### config.mk
export PLATFORM = sky130hd
export DESIGN_NAME = klein_96_sequencer
export DESIGN_NICKNAME = d
export VERILOG_FILES = /design/src/rtl/klein_pkg.sv /design/src/rtl/klein_seq_counter.sv /design/src/rtl/klein_96_sequencer.sv
export SDC_FILE = /design/constraint.sdc
export NUM_CORES = 1
export LEC_CHECK = 0
export CAP_MARGIN = 25
export CELL_PAD_IN_SITES_DETAIL_PLACEMENT = 2
export CELL_PAD_IN_SITES_GLOBAL_PLACEMENT = 2
export CORE_ASPECT_RATIO = 0.75
export CORE_MARGIN = 10
export CORE_UTILIZATION = 28
export CTS_BUF_LIST = sky130_fd_sc_hd__clkbuf_16
export DETAILED_ROUTE_END_ITERATION = 10
export GPL_TIMING_DRIVEN = 1
export PLACE_DENSITY_LB_ADDON = 0.08
export SETUP_SLACK_MARGIN = 0.02
export SYNTH_ARGS = -nofsm -noshare
export SYNTH_HDL_FRONTEND = slang
export SYNTH_SLANG_ARGS = --single-unit
### constraint.sdc
create_clock -name ck -period 4.7 [get_ports ck]
set_input_delay 0.94 -clock ck [delete_from_list [all_inputs] [get_ports ck]]
set_output_delay 0.94 -clock ck [all_outputs]
set_load 0.1 [all_outputs]
### src/rtl/klein_pkg.sv
// Shared types and constants for the KLEIN-96 byte-serial sequencer.
// Latency: n/a (declarations only).
// Backpressure: n/a.
package klein_pkg;

   typedef enum logic [2:0] {
      IDLE,
      LOAD,
      RUN,
      FIN,
      UNLOAD
   } state_t;

   localparam int KLEIN96_ROUNDS = 20;
   localparam int KLEIN_DBYTES   = 8;
   localparam int KLEIN96_KBYTES = 12;

endpackage

### src/rtl/klein_seq_counter.sv
// Modulo-N up counter with enable, synchronous clear and a wrap flag.
// Latency: count updates one clock after en; wrap is combinational on en.
// Backpressure: none; holds its value whenever en is low.
// Ports: ck/rn clock and async active-low reset; en advance; clr clear to 0
//        (wins over en); cnt current count; wrap high when en at cnt=N-1.
module klein_seq_counter #(
   parameter int N = 12,
   parameter int W = 4
) (
   input  logic         ck,
   input  logic         rn,
   input  logic         en,
   input  logic         clr,
   output logic [W-1:0] cnt,
   output logic         wrap
);

   assign wrap = en && (cnt == W'(N - 1));

   always_ff @(posedge ck or negedge rn) begin
      if (!rn) begin
         cnt <= '0;
      end else if (clr) begin
         cnt <= '0;
      end else if (en) begin
         cnt <= wrap ? '0 : cnt + W'(1);
      end
   end

endmodule

### src/rtl/klein_96_sequencer.sv
// Sequencer for the byte-serial KLEIN-96 datapath: load, 20 rounds, whitening, unload.
// Latency: start to first out_valid 261 cycles unstalled; last out beat 7 cycles later.
// Backpressure: load stalls on in_valid low, unload stalls on out_ready low; RUN/FIN never stall.
// Ports: ck/rn clock and async active-low reset; start begins a block from IDLE;
//        in_valid/in_ready load handshake; out_valid/out_ready unload handshake;
//        en/round0/round1/fin datapath strobes; round/sels/selk indices;
//        ready pulses on the final accepted out beat; busy high outside IDLE.
module klein_96_sequencer
   import klein_pkg::*;
#(
   parameter int ROUNDS = KLEIN96_ROUNDS,
   parameter int DBYTES = KLEIN_DBYTES,
   parameter int KBYTES = KLEIN96_KBYTES
) (
   input  logic       ck,
   input  logic       rn,
   input  logic       start,
   input  logic       in_valid,
   output logic       in_ready,
   output logic       out_valid,
   input  logic       out_ready,
   output logic       en,
   output logic       round0,
   output logic       round1,
   output logic       fin,
   output logic [4:0] round,
   output logic [3:0] sels,
   output logic [4:0] selk,
   output logic       ready,
   output logic       busy
);

   state_t     state;
   logic [3:0] cyc;
   logic       cyc_en;
   logic       cyc_clr;
   logic       cyc_wrap;
   logic       in_beat;
   logic       out_beat;
   logic       fin_last;
   logic       out_last;

   assign in_beat  = (state == LOAD) && in_valid;
   assign out_beat = (state == UNLOAD) && out_ready;
   assign fin_last = (state == FIN) && (cyc == 4'(DBYTES - 1));
   assign out_last = out_beat && (cyc == 4'(DBYTES - 1));

   // LOAD and RUN rely on the natural 11->0 wrap; FIN and UNLOAD end at
   // byte 7, so they force the counter back to 0 with a clear.
   assign cyc_en  = in_beat || (state == RUN) || (state == FIN) || out_beat;
   assign cyc_clr = (state == IDLE) || fin_last || out_last;

   klein_seq_counter #(
      .N (KBYTES),
      .W (4)
   ) u_cyc (
      .ck   (ck),
      .rn   (rn),
      .en   (cyc_en),
      .clr  (cyc_clr),
      .cnt  (cyc),
      .wrap (cyc_wrap)
   );

   always_ff @(posedge ck or negedge rn) begin
      if (!rn) begin
         state <= IDLE;
         round <= '0;
      end else begin
         case (state)
            IDLE: begin
               round <= '0;
               if (start) state <= LOAD;
            end
            LOAD: begin
               if (cyc_wrap) begin
                  state <= RUN;
                  round <= '0;
               end
            end
            RUN: begin
               if (cyc_wrap) begin
                  if (round == 5'(ROUNDS - 1)) begin
                     state <= FIN;
                     round <= 5'(ROUNDS);
                  end else begin
                     round <= round + 5'd1;
                  end
               end
            end
            FIN: begin
               if (fin_last) state <= UNLOAD;
            end
            UNLOAD: begin
               if (out_last) begin
                  state <= IDLE;
                  round <= '0;
               end
            end
            default: begin
               state <= IDLE;
               round <= '0;
            end
         endcase
      end
   end

   // Decode from registered state/counters; only the handshake-qualified
   // strobes (en, ready) look at the valid/ready inputs.
   assign in_ready  = (state == LOAD);
   assign out_valid = (state == UNLOAD);
   assign en        = in_beat || (state == RUN) || (state == FIN) || out_beat;
   assign round0    = (state == LOAD);
   assign round1    = (state == RUN) && (cyc == 4'd0);
   assign fin       = (state == FIN);
   assign sels      = cyc;
   assign selk      = {1'b0, cyc};
   assign ready     = out_last;
   assign busy      = (state != IDLE);

endmodule

==> results of run 1 <==
-- per-stage QoR --
| stage | worst slack, ns | std cells | cell area [um2] | hold WS [ns] | utilization [%] |
|---|---|---|---|---|---|
| global placement | 1.441 | 154 | 1090 | 0.5555 | 37.13 |
| floorplan | 0.4814 | 100 | 859.6 | 0.5428 | - |
| global route | 1.138 | 158 | 1169 | 0.6310 | 39.81 |
| CTS | 1.221 | 158 | 1169 | 0.5862 | 39.81 |
| detailed placement | 1.375 | 154 | 1090 | 0.5761 | 37.13 |
| finish | 1.227 | 158 | 1169 | 0.5772 | 39.81 |
-- cell families (layout without fill, tap and decap cells) --
family	Yosys count	in the layout	synth area share, %
simple gates	43	43	29.03
compound gates	20	20	16.28
buf+inv	19	39	11.73
flops	12	12	35.19
fa+ha+maj	3	3	4.399
mux	2	2	2.932
other cells	1	1	0.4395
-- per-layer routing --
layer / vias up / global-route usage [%]
li1: 398 / -
met1: 410 / 11.61
met2: 31 / 17.08
met3: 6 / 4.864
met4: 0 / 3.750
met5: - / 0
-- cell type report --
| cell class | instances | share of cell area (%) |
|---|---|---|
| Clock inverter | 1 | 0.3212 |
| Tap cell | 38 | 4.069 |
| Timing Repair Buffer | 25 | 20.99 |
| Sequential cell | 12 | 25.70 |
| Multi-Input combinational cell | 69 | 39.29 |
| Clock buffer | 3 | 6.424 |
| Inverter | 10 | 3.212 |
-- cell usage in the layout, fill, tap and decap left out, types with 2 or more instances in the layout --
cell	n
dfrtp_1	12
clkdlybuf4s50_1	23
nand3_1	6
clkbuf_16	3
and3_1	3
nand3b_1	2
a311oi_1	2
nand2_1	10
a21oi_1	5
nor4_1	2
o21ai_0	4
nor3_1	3
or3_1	2
o211ai_1	3
nor2_1	4
ha_1	3
inv_1	10
buf_4	2
-- Yosys cell counts, drive strengths merged (3+ instances only) --
master  number  area [um2]
nor4         3       18.77
inv         10       37.54
nor2         4       15.01
nand3        6       30.03
buf          9       62.56
nor3         3       15.01
o21ai        4       20.02
dfrtp       12       300.3
and3         3       18.77
a21oi        5       25.02
nand2       10       37.54
ha           3       37.54
o211ai       3       22.52
-- registers in the layout, summed over array words and instances (netlist names) --
register   count
round          5
state          3
u_cyc.cnt      4
-- worst max-delay path by stage --
| stage | start | end | slack (ns) | cells after the start |
|---|---|---|---|---|
| finish | state[2] | round1 | 1.23 | 4 |
| global route | state[2] | round1 | 1.14 | 4 |
| CTS | state[2] | round1 | 1.22 | 4 |
| detailed placement | in_valid | en | 1.38 | 5 |
| global placement | in_valid | en | 1.44 | 5 |
| floorplan | state[0] | round0 | 0.48 | 4 |
-- worst reg2reg max path: stages (launching register included) --
cell and delay, ns:
dfrtp_1 0.44, ha_1 0.32, and3b_1 0.26, a211o_1 0.34, o21a_4 0.23, mux2_4 0.30
==> out/metrics.csv, run 1 <==
stage;metric;value;unit
clock_network;cts.sinks;12;
status;status;complete, no violations;
grt;grt_pass1_vias;915;
synthesis;syn_nets;108;
synthesis;async_reset_ff_share;100.0;%
worst_setup_path;endpoint_kind;output pin;
sta;clock_skew;0.001340;ns
drt;drt-vias-per-instance;5.348;
floorplan;rows;17;
sta;tns;0;ns
grt;grt_overflow_total;0;
clock_network;clkSlewWorstSetupHoldPaths;0.04;ns
worst_hold_path;min_path_type;flop to flop;
drt;highest_layer;met4;
worst_hold_path;holdPathStages;2;
grt;grt_start_max_net_pins;15;
floorplan;ios;27;
synthesis;syn_area_per_cell;8.533;um2
cells_and_area;final_layout_size_suffix_gt1_share;8.333;%
synthesis;synth_seq_cells;12;
drt;routed-wl-met2;1307;um
cells_and_area;diodes;0;
cells_and_area;nets;129;
worst_setup_path;cp.required;3.76;ns
clock_network;insertion_delay;0.24;ns
worst_setup_path;r2r_slack;2.70;ns
worst_setup_path;crit_buf_inv;2;
worst_setup_path;worstSetupPathType;flop to output pin;
clock_network;numCtsBuffers;3;
clock_network;cts_root_buf;clkbuf_16;
drt;wl_per_cell;17.89;um
floorplan;die_h;67.81;um
placement;hpwl;2118;um
worst_setup_path;critPathMaxFanout;9;
sta;slew_viol_final;0;
worst_setup_path;crit_top_cell;and3_1;
worst_setup_path;cpMaxStageDelayCell;clkdlybuf4s50_1;
sta;rsz0062_at_grt;false;
drt;wl;2827;um
floorplan;die_w;83.75;um
floorplan;core-area;0.002935;mm2
worst_setup_path;r2r-end;round[0];
sta;period_share;73.89;%
clock_network;cts_setup_buffers;0;
cells_and_area;syn_to_final_growth;36.95;%
worst_setup_path;critical_path.top_delay_family;buffers and inverters;
floorplan;die_area;0.005679;mm2
synthesis;synth_seq_area_share;35.19;%
clock_network;cts_tree;yes;
clock_network;cts_hold_buf;0;
run;drv_cap;0;
worst_hold_path;worstHoldStart;round[1];
placement;port_buffers;25;
worst_setup_path;ff2ff_path_depth;5;
synthesis;synth_edf_count;0;
cells_and_area;regArea;300.3;um2
sta;worstMarginPinSlew;0.9827;ns
worst_setup_path;path_cells;inv_1 -> and3_1 -> and3_1 -> clkdlybuf4s50_1;
drt;wl_met3;215;um
drt;wl_met1;1260;um
clock_network;clockBufferDepth;2;
sta;fmax;0.2879;GHz
clock_network;cts_resized;0;
worst_setup_path;worst_path_largest_cell_delay;1.13;ns
worst_setup_path;reg2reg_from;u_cyc.cnt[0];
synthesis;synthCells;100;
worst_hold_path;worst_hold_path.endpoint;round[1];
synthesis;synth_ff_type;dfrtp_1;
cells_and_area;final.fill_count;334;
worst_setup_path;cp-start-kind;flop;
synthesis;yosys_warnings;0;
grt;grt_pass1_wl;4664;um
floorplan;start_util;29.07;%
worst_setup_path;worstPathArrival;2.53;ns
sta;setup_violations;0;
drt;drt_iter0_drc;51;
grt;antenna_found_initial;0;
sta;period_needed;3.473;ns
cells_and_area;multi_input_area;459.2;um2
drt;post-route-drc-count;0;
drt;route.vias.total;845;
drt;dr.pass1.iters;6;
sta;hold_viol_final;0;
synthesis;netlist_area;853.3;um2
clock_network;cts.htree.levels;1;
synthesis;ys_types;36;
drt;final_antenna_net_count;0;
placement;place_congestion;0.8346;
sta;slew_headroom;34.28;%
grt;grt_usage;10.32;%
Power of run 1 is left out: the tool's default activity adds up to more than one toggle a clock period on the data nets, which glitch-free logic cannot reach.
==> run 2: changes to the inputs <==
- CORE_UTILIZATION: 28 -> 26
- clock period: 4.7 -> 3.45 ns (I/O delays scaled with it)
==> run 2 against run 1 <==
Against the previous run: die area is 5.6% higher; utilization down 2.0 points; critical path type is now input port to output pin; critical endpoint is now en; first-iteration DRC count is 57% lower; clock-buffer cell count is the same; via count down 4.1%; global-route usage down 0.83 points.
==> out/metrics.csv, run 2 (synthesized netlist as in run 1, its figures left out) <==
stage;metric;value;unit;change
floorplan;core-area;0.003042;mm2;+3.6%
drt;post-route-drc-count;0;;unchanged
worst_setup_path;worstSetupPathType;input port to output pin;;
worst_hold_path;worst_hold_path.endpoint;round[1];;
worst_setup_path;worst_path_largest_cell_delay;0.43;ns;-0.70 ns
sta;holdWs;0.5713;ns;-0.005938 ns
cells_and_area;fin_util;37.84;%;-2.0 points
clock_network;clockBufferDepth;2;;unchanged
clock_network;cts_hold_buf;0;;unchanged
sta;slew_headroom;59.50;%;+25 points
cells_and_area;syn_to_final_growth;34.90;%;
cells_and_area;largest_reg_flops;5;;unchanged
worst_setup_path;cp.required;2.76;ns;-1.00 ns
floorplan;ios;27;;unchanged
sta;clock_skew;0.005729;ns;+0.004388 ns
grt;grt_pass1_wl;4698;um;+0.73%
worst_hold_path;min_path_type;flop to flop;;
grt;grt_overflow_total;0;;unchanged
worst_setup_path;critical_path.top_delay_family;buffers and inverters;;
worst_hold_path;holdPathStages;2;;unchanged
worst_setup_path;worstPathArrival;2.17;ns;-0.36 ns
clock_network;insertion_delay;0.24;ns;about the same
worst_setup_path;cp-start-kind;input port;;
clock_network;cts.sinks;12;;unchanged
cells_and_area;final_layout_size_suffix_gt1_share;25.00;%;+17 points
drt;wl_per_cell;17.81;um;-0.46%
worst_setup_path;r2r-end;round[0];;
clock_network;cts_tree;yes;;
cells_and_area;layout_commonest_cell;buf_4;;
cells_and_area;final.fill_count;351;;+5.1%
floorplan;start_util;28.05;%;-1.0 points
cells_and_area;stdcell_count;158;;unchanged
placement;dp_cells;154;;unchanged
drt;final_antenna_net_count;0;;unchanged
sta;fmax;0.3502;GHz;
cells_and_area;nets;129;;unchanged
worst_setup_path;endpoint_kind;output pin;;
sta;rsz0062_at_grt;false;;
sta;worstMarginPinSlew;0.6056;ns;-0.3772 ns
drt;wl_met1;1305;um;+3.6%
worst_setup_path;crit_buf_inv;3;;+1
placement;hpwl;2153;um;+1.7%
sta;period_share;82.77;%;
grt;grt_pass1_vias;921;;+0.66%
floorplan;die_area;0.005997;mm2;+5.6%
sta;setup_violations;0;;unchanged
worst_setup_path;r2r_slack;1.49;ns;-1.21 ns
worst_setup_path;path_cells;clkdlybuf4s50_1 -> a21o_1 -> a21oi_1 -> inv_1 -> buf_12;;
sta;slew_viol_final;0;;unchanged
worst_hold_path;worstHoldStart;round[1];;
drt;drt-vias-per-instance;5.127;;-4.1%
placement;port_buffers;25;;unchanged
clock_network;numCtsBuffers;3;;unchanged
clock_network;clkSlewWorstSetupHoldPaths;0.05;ns;about the same
worst_setup_path;ff2ff_path_depth;5;;unchanged
drt;highest_layer;met4;;
floorplan;die_h;69.62;um;+2.7%
drt;drt_iter0_drc;22;;-57%
run;drv_cap;0;;unchanged
sta;period_needed;2.856;ns;
clock_network;cts_root_buf;clkbuf_16;;
worst_setup_path;critPathMaxFanout;6;;-3
grt;grt_usage;9.486;%;-0.83 points
clock_network;cts.htree.levels;1;;unchanged
placement;place_congestion;0.7702;;-7.7%
cells_and_area;registers.top_by_ff_count;round;;
floorplan;rows;17;;unchanged
grt;antenna_found_initial;0;;unchanged
cells_and_area;layout_common_cells;buf_4, dfrtp_1, inv_1, nand2_1, nand3_1;;
clock_network;cts_setup_buffers;0;;unchanged
worst_setup_path;reg2reg_from;u_cyc.cnt[0];;
drt;route.vias.total;810;;-4.1%
cells_and_area;diodes;0;;unchanged
sta;hold_viol_final;0;;unchanged
drt;routed-wl-met2;1303;um;-0.31%
worst_setup_path;cpMaxStageDelayCell;clkdlybuf4s50_1;;
floorplan;die_w;86.15;um;+2.9%
cells_and_area;reg_top3;round: 5 flops, u_cyc.cnt: 4 flops, state: 3 flops;;
clock_network;cts_resized;0;;unchanged
drt;dr.pass1.iters;2;;-4
drt;wl_met3;182;um;-15%
status;status;complete, no violations;;
grt;grt_start_max_net_pins;15;;unchanged
drt;wl;2814;um;-0.46%
==> run 2: cell type report <==
type,count,area [um2],area share [%]
Tap cell,38,47.55,4.130
Sequential cell,12,300.3,26.09
Clock buffer,3,75.07,6.522
Clock inverter,1,3.754,0.3261
Timing Repair Buffer,25,222.7,19.35
Inverter,10,37.54,3.261
Multi-Input combinational cell,69,464.2,40.33
==> run 2: through the flow <==
stage	TNS, ns	cell area (um2)	worst slack [ns]
global placement	0	1072	0.7245
CTS	0	1151	0.6179
floorplan	-0.4634	864.6	-0.4634
global route	0	1151	0.4959
finish	0	1151	0.5944
detailed placement	0	1072	0.6331
==> run 2: worst reg2reg max path, stage by stage, from the launching register on <==
cell,delay [ns]
dfrtp_1,0.43
ha_1,0.31
and3b_1,0.25
a211o_1,0.33
o21a_4,0.23
mux2_4,0.29
==> run 2: how the worst max path moves through the flow <==
stage	depth (start not counted)	from	slack, ns	endpoint
6_report	5	in_valid	0.59	en
5_1_grt	5	in_valid	0.50	en
4_1_cts	5	in_valid	0.62	en
3_5_place_dp	5	in_valid	0.63	en
3_3_place_gp	5	in_valid	0.72	en
2_1_floorplan	3	u_cyc.cnt[1]	-0.46	ready
==> run 2: metal layers <==
metal | track usage (%) | vias up
li1 | - | 390
met1 | 11.46 | 401
met2 | 14.91 | 17
met3 | 4.215 | 2
met4 | 2.174 | 0
met5 | 0 | -
Power of run 2 is left out for the same reason.
==> run 3: changes to the inputs <==
- clock period: 3.45 -> 2.8 ns (I/O delays scaled with it)
==> run 3 against run 2 <==
Against the previous run: clock skew decreased by 0.0026 ns; utilization increased by 1.6 points; cell count increased by 1.3%; highest routed layer unchanged.
==> out/metrics.csv, run 3 (synthesized netlist as in run 1, its figures left out) <==
stage;metric;value;unit;change
sta;rsz0062_at_grt;false;;
worst_setup_path;worstSetupPathType;flop to output pin;;
grt;grt_start_max_net_pins;13;;-2
cells_and_area;layout_common_cells;buf_4, dfrtp_1, inv_1, nand2_1, nand3_1;;
worst_setup_path;critPathMaxFanout;9;;+3
cells_and_area;layout_commonest_cell;buf_4;;
sta;fmax;0.4258;GHz;
grt;grt_pass1_vias;962;;+4.5%
sta;slew_headroom;58.29;%;-1.2 points
drt;post-route-drc-count;0;;unchanged
clock_network;cts_setup_buffers;0;;unchanged
run;drv_cap;0;;unchanged
worst_setup_path;reg2reg_from;u_cyc.cnt[0];;
floorplan;die_w;86.15;um;unchanged
drt;drt_iter0_drc;34;;+55%
worst_setup_path;ff2ff_path_depth;5;;unchanged
drt;drt-vias-per-instance;5.369;;+4.7%
grt;grt_pass1_wl;5043;um;+7.3%
clock_network;clockBufferDepth;2;;unchanged
cells_and_area;nets;131;;+1.6%
status;status;complete, no violations;;
placement;port_buffers;25;;unchanged
cells_and_area;diodes;0;;unchanged
cells_and_area;final.fill_count;341;;-2.8%
cells_and_area;registers.top_by_ff_count;round;;
clock_network;clkSlewWorstSetupHoldPaths;0.05;ns;about the same
floorplan;ios;27;;unchanged
worst_hold_path;min_path_type;flop to flop;;
cells_and_area;multi_input_area;484.2;um2;+4.3%
cells_and_area;largest_reg_flops;5;;unchanged
cells_and_area;syn_to_final_growth;40.47;%;
grt;grt_overflow_total;0;;unchanged
sta;setup_violations;0;;unchanged
sta;worstMarginPinSlew;0.6238;ns;+0.01819 ns
floorplan;start_util;28.05;%;unchanged
cells_and_area;regArea;300.3;um2;unchanged
worst_hold_path;holdPathStages;2;;unchanged
placement;hpwl;2318;um;+7.7%
clock_network;numCtsBuffers;3;;unchanged
worst_setup_path;endpoint_kind;output pin;;
clock_network;cts_resized;0;;unchanged
floorplan;die_area;0.005997;mm2;unchanged
sta;tns;0;ns;unchanged
clock_network;cts_hold_buf;0;;unchanged
worst_setup_path;worstPathArrival;1.79;ns;-0.38 ns
placement;place_congestion;0.7381;;-4.2%
worst_setup_path;worstSetupStartpoint;state[2];;
drt;wl;2981;um;+5.9%
cells_and_area;reg_top3;round: 5 flops, u_cyc.cnt: 4 flops, state: 3 flops;;
grt;antenna_found_initial;0;;unchanged
worst_setup_path;cp-start-kind;flop;;
clock_network;cts_tree;yes;;
sta;hold_viol_final;0;;unchanged
drt;route.vias.total;859;;+6.0%
cells_and_area;final_layout_size_suffix_gt1_share;27.05;%;+2.0 points
clock_network;insertion_delay;0.24;ns;about the same
drt;wl_per_cell;18.63;um;+4.6%
sta;clock_skew;0.003118;ns;-0.002610 ns
worst_setup_path;cp.required;2.24;ns;-0.52 ns
clock_network;cts_root_buf;clkbuf_16;;
floorplan;core-area;0.003042;mm2;unchanged
sta;period_needed;2.348;ns;
sta;slew_viol_final;0;;unchanged
clock_network;cts.sinks;12;;unchanged
grt;grt_usage;10.34;%;+0.85 points
floorplan;rows;17;;unchanged
clock_network;cts.htree.levels;1;;unchanged
worst_hold_path;worstHoldStart;round[1];;
drt;dr.pass1.iters;4;;+2
floorplan;die_h;69.62;um;unchanged
drt;final_antenna_net_count;0;;unchanged
sta;period_share;83.87;%;
[run 3: cell types whose count changed in the layout (fill, tap and decap cells not counted), sizes merged]
| cell | previous run | this run |
|---|---|---|
| buf | 21 | 23 |
[run 3: critical path, stage by stage, from the launching register on]
cell	delay [ns]
dfrtp_1	0.49
inv_1	0.27
and3_1	0.35
and3_1	0.25
buf_12	0.18
[run 3: routing by layer]
metal | wire length (um) | GRT usage, % | share of wire, %
met3 | 202 | 4.684 | 6.8
met4 | 18 | 1.630 | 0.60
met2 | 1424 | 16.71 | 48
met1 | 1337 | 12.33 | 45
met5 | 0 | 0 | 0
[run 3: final cells by class]
class / instances / share of cell area [%]
timing repair buffer: 27 / 20.88
clock buffer: 3 / 6.263
clock inverter: 1 / 0.3132
multi-input combinational: 69 / 40.40
sequential: 12 / 25.05
tap: 38 / 3.967
inverter: 10 / 3.132
[run 3: path summary, 6_finish.rpt]
| kind | to | slack, ns |
|---|---|---|
| setup reg to reg | round[0] | 0.82 |
| min in group asynchronous | round[2] | 0.71 |
| max in group asynchronous | state[2] | 1.69 |
| hold reg to reg | round[1] | 0.57 |
| hold / removal | round[1] | 0.57 |
| setup / recovery | round1 | 0.45 |
[run 3: stage by stage]
step / std cells / setup slack [ns] / instance area, um2 / util (%) / hold slack [ns]
6_report: 160 / 0.4515 / 1199 / 39.41 / 0.5727
3_5_place_dp: 156 / 0.4993 / 1120 / 36.82 / 0.5740
4_1_cts: 160 / 0.4413 / 1199 / 39.41 / 0.5839
2_1_floorplan: 100 / -0.3529 / 884.6 / - / 0.2644
3_3_place_gp: 156 / 0.4948 / 1120 / 36.82 / 0.5594
5_1_grt: 160 / 0.3283 / 1199 / 39.41 / 0.6319
Power of run 3 is left out for the same reason.
==> variant 1, RTL diff (settings of run 3) <==
Re-encode `state_t` (5 states) as Gray code, 3 bits wide.
--- a/src/rtl/klein_pkg.sv
+++ b/src/rtl/klein_pkg.sv
@@ -5,9 +5,9 @@
 
    typedef enum logic [2:0] {
-      IDLE,
-      LOAD,
-      RUN,
-      FIN,
-      UNLOAD
+      IDLE   = 3'b000,
+      LOAD   = 3'b001,
+      RUN    = 3'b011,
+      FIN    = 3'b010,
+      UNLOAD = 3'b110
    } state_t;
 
Behaviour: no difference found for any inputs over 10 cycles, from zero or initial values; not proved beyond that.
==> variant 1 against run 3 <==
Sequential cell count did not move; final cell count grew 0.63%; final area is 0.31% lower; wire length down 5.0%; synthesized area grew 2.3%; largest cell class unchanged; synthesized cell count up 1.0%; critical path depth up 1; setup slack worse by 0.014 ns.
==> variant 1: results <==
metrics = {
    "route": {
        "dr_total_vias": 823,
        "vias_per_cell": 5.11,
        "wl_um": 2830,
        "drt_iter0_markers": 18,
        "dr.pass1.iters": 2,
    },
    "min_path": {
        "min_from": "round[0]$_DFFE_PN0P_",
    },
    "place": {
        "placed_cell_area_um2": 1120,
        "place_congestion": 0.754,
        "pre_cts_ws_ns": 0.448,
        "hpwl_um": 2170,
        "dp.cells": 157,
    },
    "synth": {
        "synth_compound_area_share_pct": 22.1,
        "synthXorXnorAreaFrac_pct": 2.01,
        "synth_warnings": 0,
        "synthAdderAreaFrac_pct": 4.30,
        "syn_nets": 109,
        "netlist_top_cells_count": "12 x dfrtp_1, 11 x nand2_1, 7 x a21oi_1, 7 x buf_4",
        "synthMuxAreaShare_pct": 1.29,
        "synth.distinct_cells": 38,
        "synthCells": 101,
        "synth_area_leaders": "dfrtp_1 34%, buf_4 6.0%, nand2_1 4.7%, ha_1 4.3%, a21oi_1 4.0%",
        "ys_seq_area_share_pct": 34.4,
    },
    "cts": {
        "cts_setup_buffers": 0,
        "insertion_delay_ns": 0.24,
        "clk_root_buffer_cell": "clkbuf_16",
    },
    "outcome": {
        "status": "complete, no violations",
    },
    "final_layout": {
        "nets": 130,
        "num_antenna_cells": 0,
        "layout-drive-gt1-share_pct": 27.3,
    },
    "setup_path": {
        "critPathSlowestCell": "clkdlybuf4s50_1",
        "crit_fanout": 4,
        "crit_arrival_ns": 1.80,
        "cpLargestDelayFamily": "buffers and inverters",
        "startpoint": "in_valid",
    },
    "global_route": {
        "grt_usage_pct": 9.62,
        "grt_max_degree": 14,
        "grt_pass1_wl_um": 4750,
        "grt_pass1_vias": 902,
    },
    "sta": {
        "max_freq_ghz": 0.423,
        "tightest_slew_ns": 0.582,
        "final.setup_skew_ns": 0.000979,
    },
}
## variant 1: final cells by class
cell class              count  area (um^2)
fillers                   360         2070
multi-input cells          73          500
flip-flops and latches     12          300
repair buffers             26          243
clock buffers               3         75.1
well taps                  40         50.0
inverters                   6         22.5
clock inverters             1         3.75
## variant 1: worst paths after layout
path	cells past startpoint	end	slack (ns)
worst min register to register	1	round[0]$_DFFE_PN0P_	0.57
worst max register to register	5	round[1]$_DFFE_PN0P_	0.86
max in group asynchronous	1	u_cyc.cnt[0]$_DFFE_PN0P_	1.73
min in group asynchronous	1	u_cyc.cnt[1]$_DFFE_PN0P_	0.69
worst min-delay path	1	round[0]$_DFFE_PN0P_	0.57
worst max-delay path	5	en	0.44
## variant 1: metal layers
layer	global-route usage [%]	vias to the layer above	part of all wire, %
met1	12.1	403	47
met5	0	-	0
met3	3.48	4	7.1
li1	-	395	-
met4	4.31	0	1.4
met2	14.1	21	44
## variant 1: where the power goes
| part | switching, mW | internal, mW | leakage [nW] |
|---|---|---|---|
| Combinational | 0.623 | 0.195 | 0.378 |
| Clock | 0.0763 | 0.188 | 0.0385 |
| Sequential | 0.0781 | 0.202 | 0.161 |
## variant 1: kinds of logic after synthesis
kind of cell / Yosys count
adder cells (fa/ha/maj): 3
flip-flops: 12
multiplexers: 1
other: 1
AND/OR/NAND/NOR: 40
buffers and inverters: 16
XOR/XNOR: 2
AO/OA/AOI/OAI: 26
